[src/rtl/cube_pkg.sv]
// rtl/cube_pkg.sv - shared types and sizing helpers for the cube unit
//
// Purpose: FSM state encoding, default operand width and width helpers
//          shared by cube and shift_add_mul.
// Ports:   none (package).
package cube_pkg;

  typedef enum logic [2:0] {
    IDLE    = 3'd0,
    SQ_LOAD = 3'd1,
    SQ_RUN  = 3'd2,
    CU_LOAD = 3'd3,
    CU_RUN  = 3'd4
  } state_e;

  localparam int DEFAULT_WIDTH = 8;

  // Result width: (2^w-1)^3 always fits in 3*w bits.
  function automatic int res_width(input int w);
    return 3 * w;
  endfunction

  // Step counter must be able to count 0..w.
  function automatic int step_cnt_width(input int w);
    return $clog2(w + 1);
  endfunction

endpackage

[src/rtl/cube_shift_add_mul.sv]
// rtl/cube_shift_add_mul.sv - sequential shift-add multiplier, one bit of b per cycle
//
// Purpose: acc = a * b computed over B_W cycles after a load cycle.
// Ports:
//   clk        rising-edge clock
//   rst        synchronous active-high reset
//   load       capture a_i/b_i and clear the accumulator
//   a_i        multiplicand, A_W bits (must be wide enough for the product)
//   b_i        multiplier, B_W bits
//   acc_o      accumulator value including this cycle's step
//   step_done  high during the cycle that performs the final step
module shift_add_mul
  import cube_pkg::*;
#(
  parameter int A_W = 24,
  parameter int B_W = 8
) (
  input  logic           clk,
  input  logic           rst,
  input  logic           load,
  input  logic [A_W-1:0] a_i,
  input  logic [B_W-1:0] b_i,
  output logic [A_W-1:0] acc_o,
  output logic           step_done
);

  localparam int CNT_W = step_cnt_width(B_W);

  logic [A_W-1:0]   a_q, a_d;
  logic [B_W-1:0]   b_q, b_d;
  logic [A_W-1:0]   acc_q, acc_d;
  logic [CNT_W-1:0] cnt_q, cnt_d;
  logic             run_q, run_d;
  logic [A_W-1:0]   sum;
  logic             last_step;

  assign sum       = acc_q + (b_q[0] ? a_q : '0);
  assign last_step = run_q && (cnt_q == CNT_W'(B_W - 1));

  always_comb begin
    a_d   = a_q;
    b_d   = b_q;
    acc_d = acc_q;
    cnt_d = cnt_q;
    run_d = run_q;
    if (load) begin
      a_d   = a_i;
      b_d   = b_i;
      acc_d = '0;
      cnt_d = '0;
      run_d = 1'b1;
    end else if (run_q) begin
      acc_d = sum;
      a_d   = a_q << 1;
      b_d   = b_q >> 1;
      cnt_d = cnt_q + CNT_W'(1);
      if (last_step) begin
        run_d = 1'b0;
      end
    end
  end

  always_ff @(posedge clk) begin
    if (rst) begin
      a_q   <= '0;
      b_q   <= '0;
      acc_q <= '0;
      cnt_q <= '0;
      run_q <= 1'b0;
    end else begin
      a_q   <= a_d;
      b_q   <= b_d;
      acc_q <= acc_d;
      cnt_q <= cnt_d;
      run_q <= run_d;
    end
  end

  // Expose the post-step value so the owner can capture the final product
  // on the same edge that performs the last step.
  assign acc_o     = run_q ? sum : acc_q;
  assign step_done = last_step;

endmodule

[src/rtl/cube.sv]
// rtl/cube.sv - sequential integer cube unit, y = x^3 via two multiplier passes
//
// Purpose: start/busy/done handshake; pass 1 computes x*x, pass 2 (x*x)*x,
//          both on one shared shift_add_mul.
// Ports:
//   clk     rising-edge clock
//   rst     synchronous active-high reset
//   start   request, accepted only while busy=0
//   x_i     unsigned operand, captured on the accepting edge
//   result  x^3 of the last completed operation (3*WIDTH bits)
//   busy    operation in progress
//   done    one-cycle pulse in the first cycle showing a new result
module cube
  import cube_pkg::*;
#(
  parameter int WIDTH = DEFAULT_WIDTH
) (
  input  logic                   clk,
  input  logic                   rst,
  input  logic                   start,
  input  logic [WIDTH-1:0]       x_i,
  output logic [3*WIDTH-1:0]     result,
  output logic                   busy,
  output logic                   done
);

  localparam int RES_W = res_width(WIDTH);

  state_e             state_q, state_d;
  logic [WIDTH-1:0]   x_q, x_d;
  logic [2*WIDTH-1:0] square_q, square_d;
  logic [RES_W-1:0]   result_q, result_d;
  logic               done_q, done_d;

  logic               mul_load;
  logic [RES_W-1:0]   mul_a;
  logic [WIDTH-1:0]   mul_b;
  logic [RES_W-1:0]   mul_acc;
  logic               mul_step_done;

  shift_add_mul #(
    .A_W (RES_W),
    .B_W (WIDTH)
  ) u_mul (
    .clk       (clk),
    .rst       (rst),
    .load      (mul_load),
    .a_i       (mul_a),
    .b_i       (mul_b),
    .acc_o     (mul_acc),
    .step_done (mul_step_done)
  );

  // State and datapath registers
  always_ff @(posedge clk) begin
    if (rst) begin
      state_q  <= IDLE;
      x_q      <= '0;
      square_q <= '0;
      result_q <= '0;
      done_q   <= 1'b0;
    end else begin
      state_q  <= state_d;
      x_q      <= x_d;
      square_q <= square_d;
      result_q <= result_d;
      done_q   <= done_d;
    end
  end

  // Next state and register updates
  always_comb begin
    state_d  = state_q;
    x_d      = x_q;
    square_d = square_q;
    result_d = result_q;
    done_d   = 1'b0;
    unique case (state_q)
      IDLE: begin
        if (start) begin
          state_d = SQ_LOAD;
          x_d     = x_i;
        end
      end
      SQ_LOAD: state_d = SQ_RUN;
      SQ_RUN: begin
        if (mul_step_done) begin
          state_d  = CU_LOAD;
          square_d = mul_acc[2*WIDTH-1:0];
        end
      end
      CU_LOAD: state_d = CU_RUN;
      CU_RUN: begin
        if (mul_step_done) begin
          state_d  = IDLE;
          result_d = mul_acc;
          done_d   = 1'b1;
        end
      end
      default: state_d = IDLE;
    endcase
  end

  // Outputs and multiplier controls
  always_comb begin
    busy     = (state_q != IDLE);
    mul_load = (state_q == SQ_LOAD) || (state_q == CU_LOAD);
    mul_b    = x_q;
    if (state_q == CU_LOAD) begin
      mul_a = {{(RES_W - 2*WIDTH){1'b0}}, square_q};
    end else begin
      mul_a = {{(RES_W - WIDTH){1'b0}}, x_q};
    end
  end

  assign result = result_q;
  assign done   = done_q;

endmodule

[config.mk]
export PLATFORM = sky130hd
export DESIGN_NAME = cube
export DESIGN_NICKNAME = d
export VERILOG_FILES = /design/src/rtl/cube_pkg.sv /design/src/rtl/cube_shift_add_mul.sv /design/src/rtl/cube.sv
export SDC_FILE = /design/constraint.sdc
export NUM_CORES = 1
export LEC_CHECK = 0
export ABC_CLOCK_PERIOD_IN_PS = 3200
export CAP_MARGIN = 25
export CORE_MARGIN = 5
export CORE_UTILIZATION = 43
export CTS_CLUSTER_SIZE = 10
export DETAILED_ROUTE_END_ITERATION = 12
export PLACE_DENSITY = 0.59
export SLEW_MARGIN = 10
export SYNTH_ARGS = -nofsm -noshare
export SYNTH_HDL_FRONTEND = slang
export SYNTH_SLANG_ARGS = --single-unit
export TNS_END_PERCENT = 30
[constraint.sdc]
create_clock -name clk -period 3.2 [get_ports clk]
set_input_delay 0.64 -clock clk [delete_from_list [all_inputs] [get_ports clk]]
set_output_delay 0.64 -clock clk [all_outputs]
set_load 0.01 [all_outputs]
==> results.json <==
{
  "status": "finished clean",
  "synth-edff-count": 0,
  "synth_top_area_share_pct": 38.5,
  "wire_per_inst_um": 16.6,
  "yosys-top-cells-area": "sky130_fd_sc_hd__dfxtp_1 (39%), sky130_fd_sc_hd__mux2i_1 (7.7%), sky130_fd_sc_hd__nor2_1 (6.3%)",
  "postSynthRegisterBits": 113,
  "critical_path.cell_chain": "and2_1 > ha_1 > inv_1 > fa_1 > nor2b_1 > o2111ai_1 > a21boi_1 > nor2_1 > o32ai_1 > nor2_1 > a211o_1",
  "timing_limited_maximum_frequency_mhz": 350,
  "htree_num_levels": 4,
  "worstPathArrival_ns": 3.15,
  "chipWidth_um": 127,
  "synth.yosys.seq_area_share_pct": 38.5,
  "finalHoldViolCount": 0,
  "cts_num_sinks": 113,
  "hpwl_um": 10400,
  "p_leak_nw": 2.53,
  "clock_insertion_delay_worst_skew_ns": 0.42,
  "cp_common_cell": "sky130_fd_sc_hd__nor2_1",
  "synth_area_leader_cell": "sky130_fd_sc_hd__dfxtp_1",
  "drt_first_pass_iters": 4,
  "final.min_clock_period_ns": 2.85,
  "die_h_um": 127,
  "cp_data_required_time_ns": 3.49,
  "number_of_antenna_violations_at_the_first_check_in_global_routing": 0,
  "p_total_w": 0.00365,
  "cts.repair_timing.setup_buffer_count": 0,
  "syn-cell-area_mm2": 0.00587,
  "grt_setup_unrepaired": "false",
  "p_per_area_mw_per_mm2": 531,
  "drv_slew": 0,
  "layout_worst_path_cycle_share_pct": 89.2,
  "synth_cell_types": 68,
  "core_area_mm2": 0.0133,
  "overflow": 0,
  "via_to_cell_ratio": 5.57,
  "std_cell_rows": 42,
  "clkSlewWorstSetupHoldPaths_ns": 0.05,
  "placed_cells_incl_taps": 867,
  "dp_worst_setup_slack_ns": 0.444,
  "cts_tree": "yes",
  "cts_made_buffers": 17,
  "least_margin_pin_slew_ns": 0.917,
  "critPathMaxStageDelay_ns": 0.41,
  "final_critical_path_setup_slack_ns": 0.346,
  "synth_cells": 695,
  "drt_iter0_drc": 252,
  "post_synth.cell_area_avg_um2": 8.45,
  "die_area_mm2": 0.0161,
  "ys_dominant_reg_cell": "sky130_fd_sc_hd__dfxtp_1",
  "grt_max_degree": 78,
  "holdBufCountCts": 0,
  "setup_total_negative_slack_ns": 0,
  "timing.critical_path.fanout_max": 4,
  "setup_viol": 0,
  "yosysWarningCount": 0,
  "finish.net_count": 746,
  "async_reset_ff_share_pct": 0,
  "slowest_stage_cell_cp": "sky130_fd_sc_hd__fa_1",
  "routability_congestion_estimate_from_global_placement": 0.945,
  "max_slew_margin_pct": 38.8,
  "antenna_left": 0,
  "root_buffer": "sky130_fd_sc_hd__clkbuf_16",
  "vdd_drop_max_uv": 335,
  "area_growth_pct": 17.2,
  "initial_core_util_pct": 44.2,
  "design.portCount": 37,
  "mappedNetlistNets": 731,
  "dpl-instance-area_mm2": 0.00627,
  "criticalPathCategory": "flop to flop",
  "final_standard_cell_area_without_fillers_mm2": 0.00688,
  "worst-r2r-setup-slack_ns": 0.35,
  "clock_tree_buf_depth": 2,
  "hold_class": "flop to flop",
  "final_layout_size_suffix_gt1_share_pct": 8.30,
  "critPathCaptureType": "flop",
  "wirelength_um": 14900,
  "cts_resized": 0,
  "max-cap-violations": 0,
  "routed-via-count": 5005,
  "grt_pass1_vias": 4826,
  "drc": 0,
  "grt_first_pass_wirelength_um": 24400,
  "global_route.usage.total_pct": 18.9,
  "antenna_cells": 0,
  "critPathLaunchType": "flop",
  "finish.cell_count_without_fillers": 899,
  "worst_clock_skew_ns": 0.0169,
  "portBuffers": 36
}
## cell type report
| class | count | area (µm²) |
|---|---|---|
| Inverter | 11 | 41.3 |
| Sequential cell | 113 | 2260 |
| Clock buffer | 19 | 453 |
| Multi-Input combinational cell | 522 | 3320 |
| Clock inverter | 13 | 159 |
| Timing Repair Buffer | 45 | 423 |
| Tap cell | 176 | 220 |
| Fill cell | 1226 | 6410 |
## path summary, 6_finish.rpt
check | start | end | cells past startpoint
worst max register to register | u_mul.a_q[0] | result[20] | 11
worst max-delay path | u_mul.a_q[0] | result[20] | 11
worst min register to register | result[18] | result[18] | 2
worst min-delay path | result[18] | result[18] | 2
## state kept, by name, indices dropped and copies added, names as in the netlist
signal	cells
state_q	3
mul_b	8
u_mul.a_q	24
u_mul.b_q	8
result	24
u_mul.run_q	1
done	1
u_mul.acc_q	24
u_mul.cnt_q	4
square_q	16
## routing by layer
metal	up-vias	share of wire, %	GRT usage, %
met4	0	2.5	7.00
met5	-	0	0
li1	2513	-	-
met2	117	44	29.6
met3	31	3.8	4.54
met1	2344	49	25.2
## cells in the final DEF, fill, tap and decap left out, drive strengths merged, types with 3 or more instances in the layout
cell type / count
buf: 10
a21oi: 50
o21ai: 18
or3: 5
xnor2: 12
clkdlybuf4s50: 35
nand2b: 3
bufinv: 3
clkbuf: 19
a211oi: 48
and2: 24
a21o: 6
and3: 5
nand3: 19
nor3: 12
clkinvlp: 3
nand2: 66
ha: 24
dfxtp: 113
a2111oi: 3
nand4: 4
a22o: 4
xor2: 5
o21a: 3
o31ai: 4
a31oi: 15
clkinv: 6
nor2b: 13
nor2: 99
inv: 12
mux2i: 45
a311o: 3
## worst max-delay path, delay by kind of cell, from the launching register on
kind | cells | cell delay, ns
compound gates | 4 | 1.11
simple gates | 4 | 0.62
fa+ha+maj | 2 | 0.58
flops | 1 | 0.35
buf+inv | 1 | 0.07
## power by group
group          internal (W)  total (W)  switching [W]
sequential          0.00144    0.00147      0.0000265
clock               0.00126    0.00193       0.000669
combinational     0.0000913   0.000253       0.000162
## per-stage QoR
step | hold WS [ns] | utilization, %
2_1_floorplan | 0.436 | -
3_3_place_gp | 0.442 | 47.2
3_5_place_dp | 0.444 | 47.2
4_1_cts | 0.451 | 51.8
5_1_grt | 0.470 | 51.8
6_report | 0.452 | 51.8
## logic make-up (layout without fill, tap and decap cells)
kind of cell | count (synthesis) | count (layout) | synth area share, %
adder cells (fa/ha/maj) | 25 | 25 | 5.45
buffers and inverters | 60 | 88 | 4.90
AO/OA/AOI/OAI | 172 | 172 | 19.9
XOR/XNOR | 17 | 17 | 2.54
AND/OR/NAND/NOR | 262 | 262 | 20.8
multiplexers | 46 | 46 | 7.86
flip-flops | 113 | 113 | 38.5
## cells in the mapped netlist, types with 2 or more instances
master / instances
sky130_fd_sc_hd__clkbuf_2: 2
sky130_fd_sc_hd__nand3b_1: 2
sky130_fd_sc_hd__or3_1: 4
sky130_fd_sc_hd__o2111ai_1: 2
sky130_fd_sc_hd__a311o_2: 2
sky130_fd_sc_hd__o31ai_1: 4
sky130_fd_sc_hd__ha_1: 24
sky130_fd_sc_hd__nand2_1: 65
sky130_fd_sc_hd__nor2_1: 99
sky130_fd_sc_hd__and3_2: 2
sky130_fd_sc_hd__o211ai_1: 2
sky130_fd_sc_hd__a21oi_1: 50
sky130_fd_sc_hd__o21ai_1: 2
sky130_fd_sc_hd__nand3_1: 18
sky130_fd_sc_hd__clkbuf_1: 22
sky130_fd_sc_hd__nand4_1: 4
sky130_fd_sc_hd__buf_6: 3
sky130_fd_sc_hd__o21ai_0: 15
sky130_fd_sc_hd__xnor2_1: 12
sky130_fd_sc_hd__a21o_1: 6
sky130_fd_sc_hd__nor3_1: 12
sky130_fd_sc_hd__mux2i_1: 45
sky130_fd_sc_hd__clkbuf_8: 2
sky130_fd_sc_hd__nor3b_1: 2
sky130_fd_sc_hd__and3_1: 3
sky130_fd_sc_hd__a211oi_1: 47
sky130_fd_sc_hd__nor2b_1: 13
sky130_fd_sc_hd__nor4b_1: 2
sky130_fd_sc_hd__xor2_1: 5
sky130_fd_sc_hd__a31oi_1: 15
sky130_fd_sc_hd__a31o_2: 2
sky130_fd_sc_hd__dfxtp_1: 113
sky130_fd_sc_hd__a22o_1: 4
sky130_fd_sc_hd__nand2b_1: 3
sky130_fd_sc_hd__a32o_1: 2
sky130_fd_sc_hd__and2_1: 24
sky130_fd_sc_hd__buf_1: 8
sky130_fd_sc_hd__a2111oi_0: 2
sky130_fd_sc_hd__buf_2: 11
sky130_fd_sc_hd__inv_1: 10
sky130_fd_sc_hd__o21a_1: 3
Note: power is estimated with default switching activity, not from simulation.
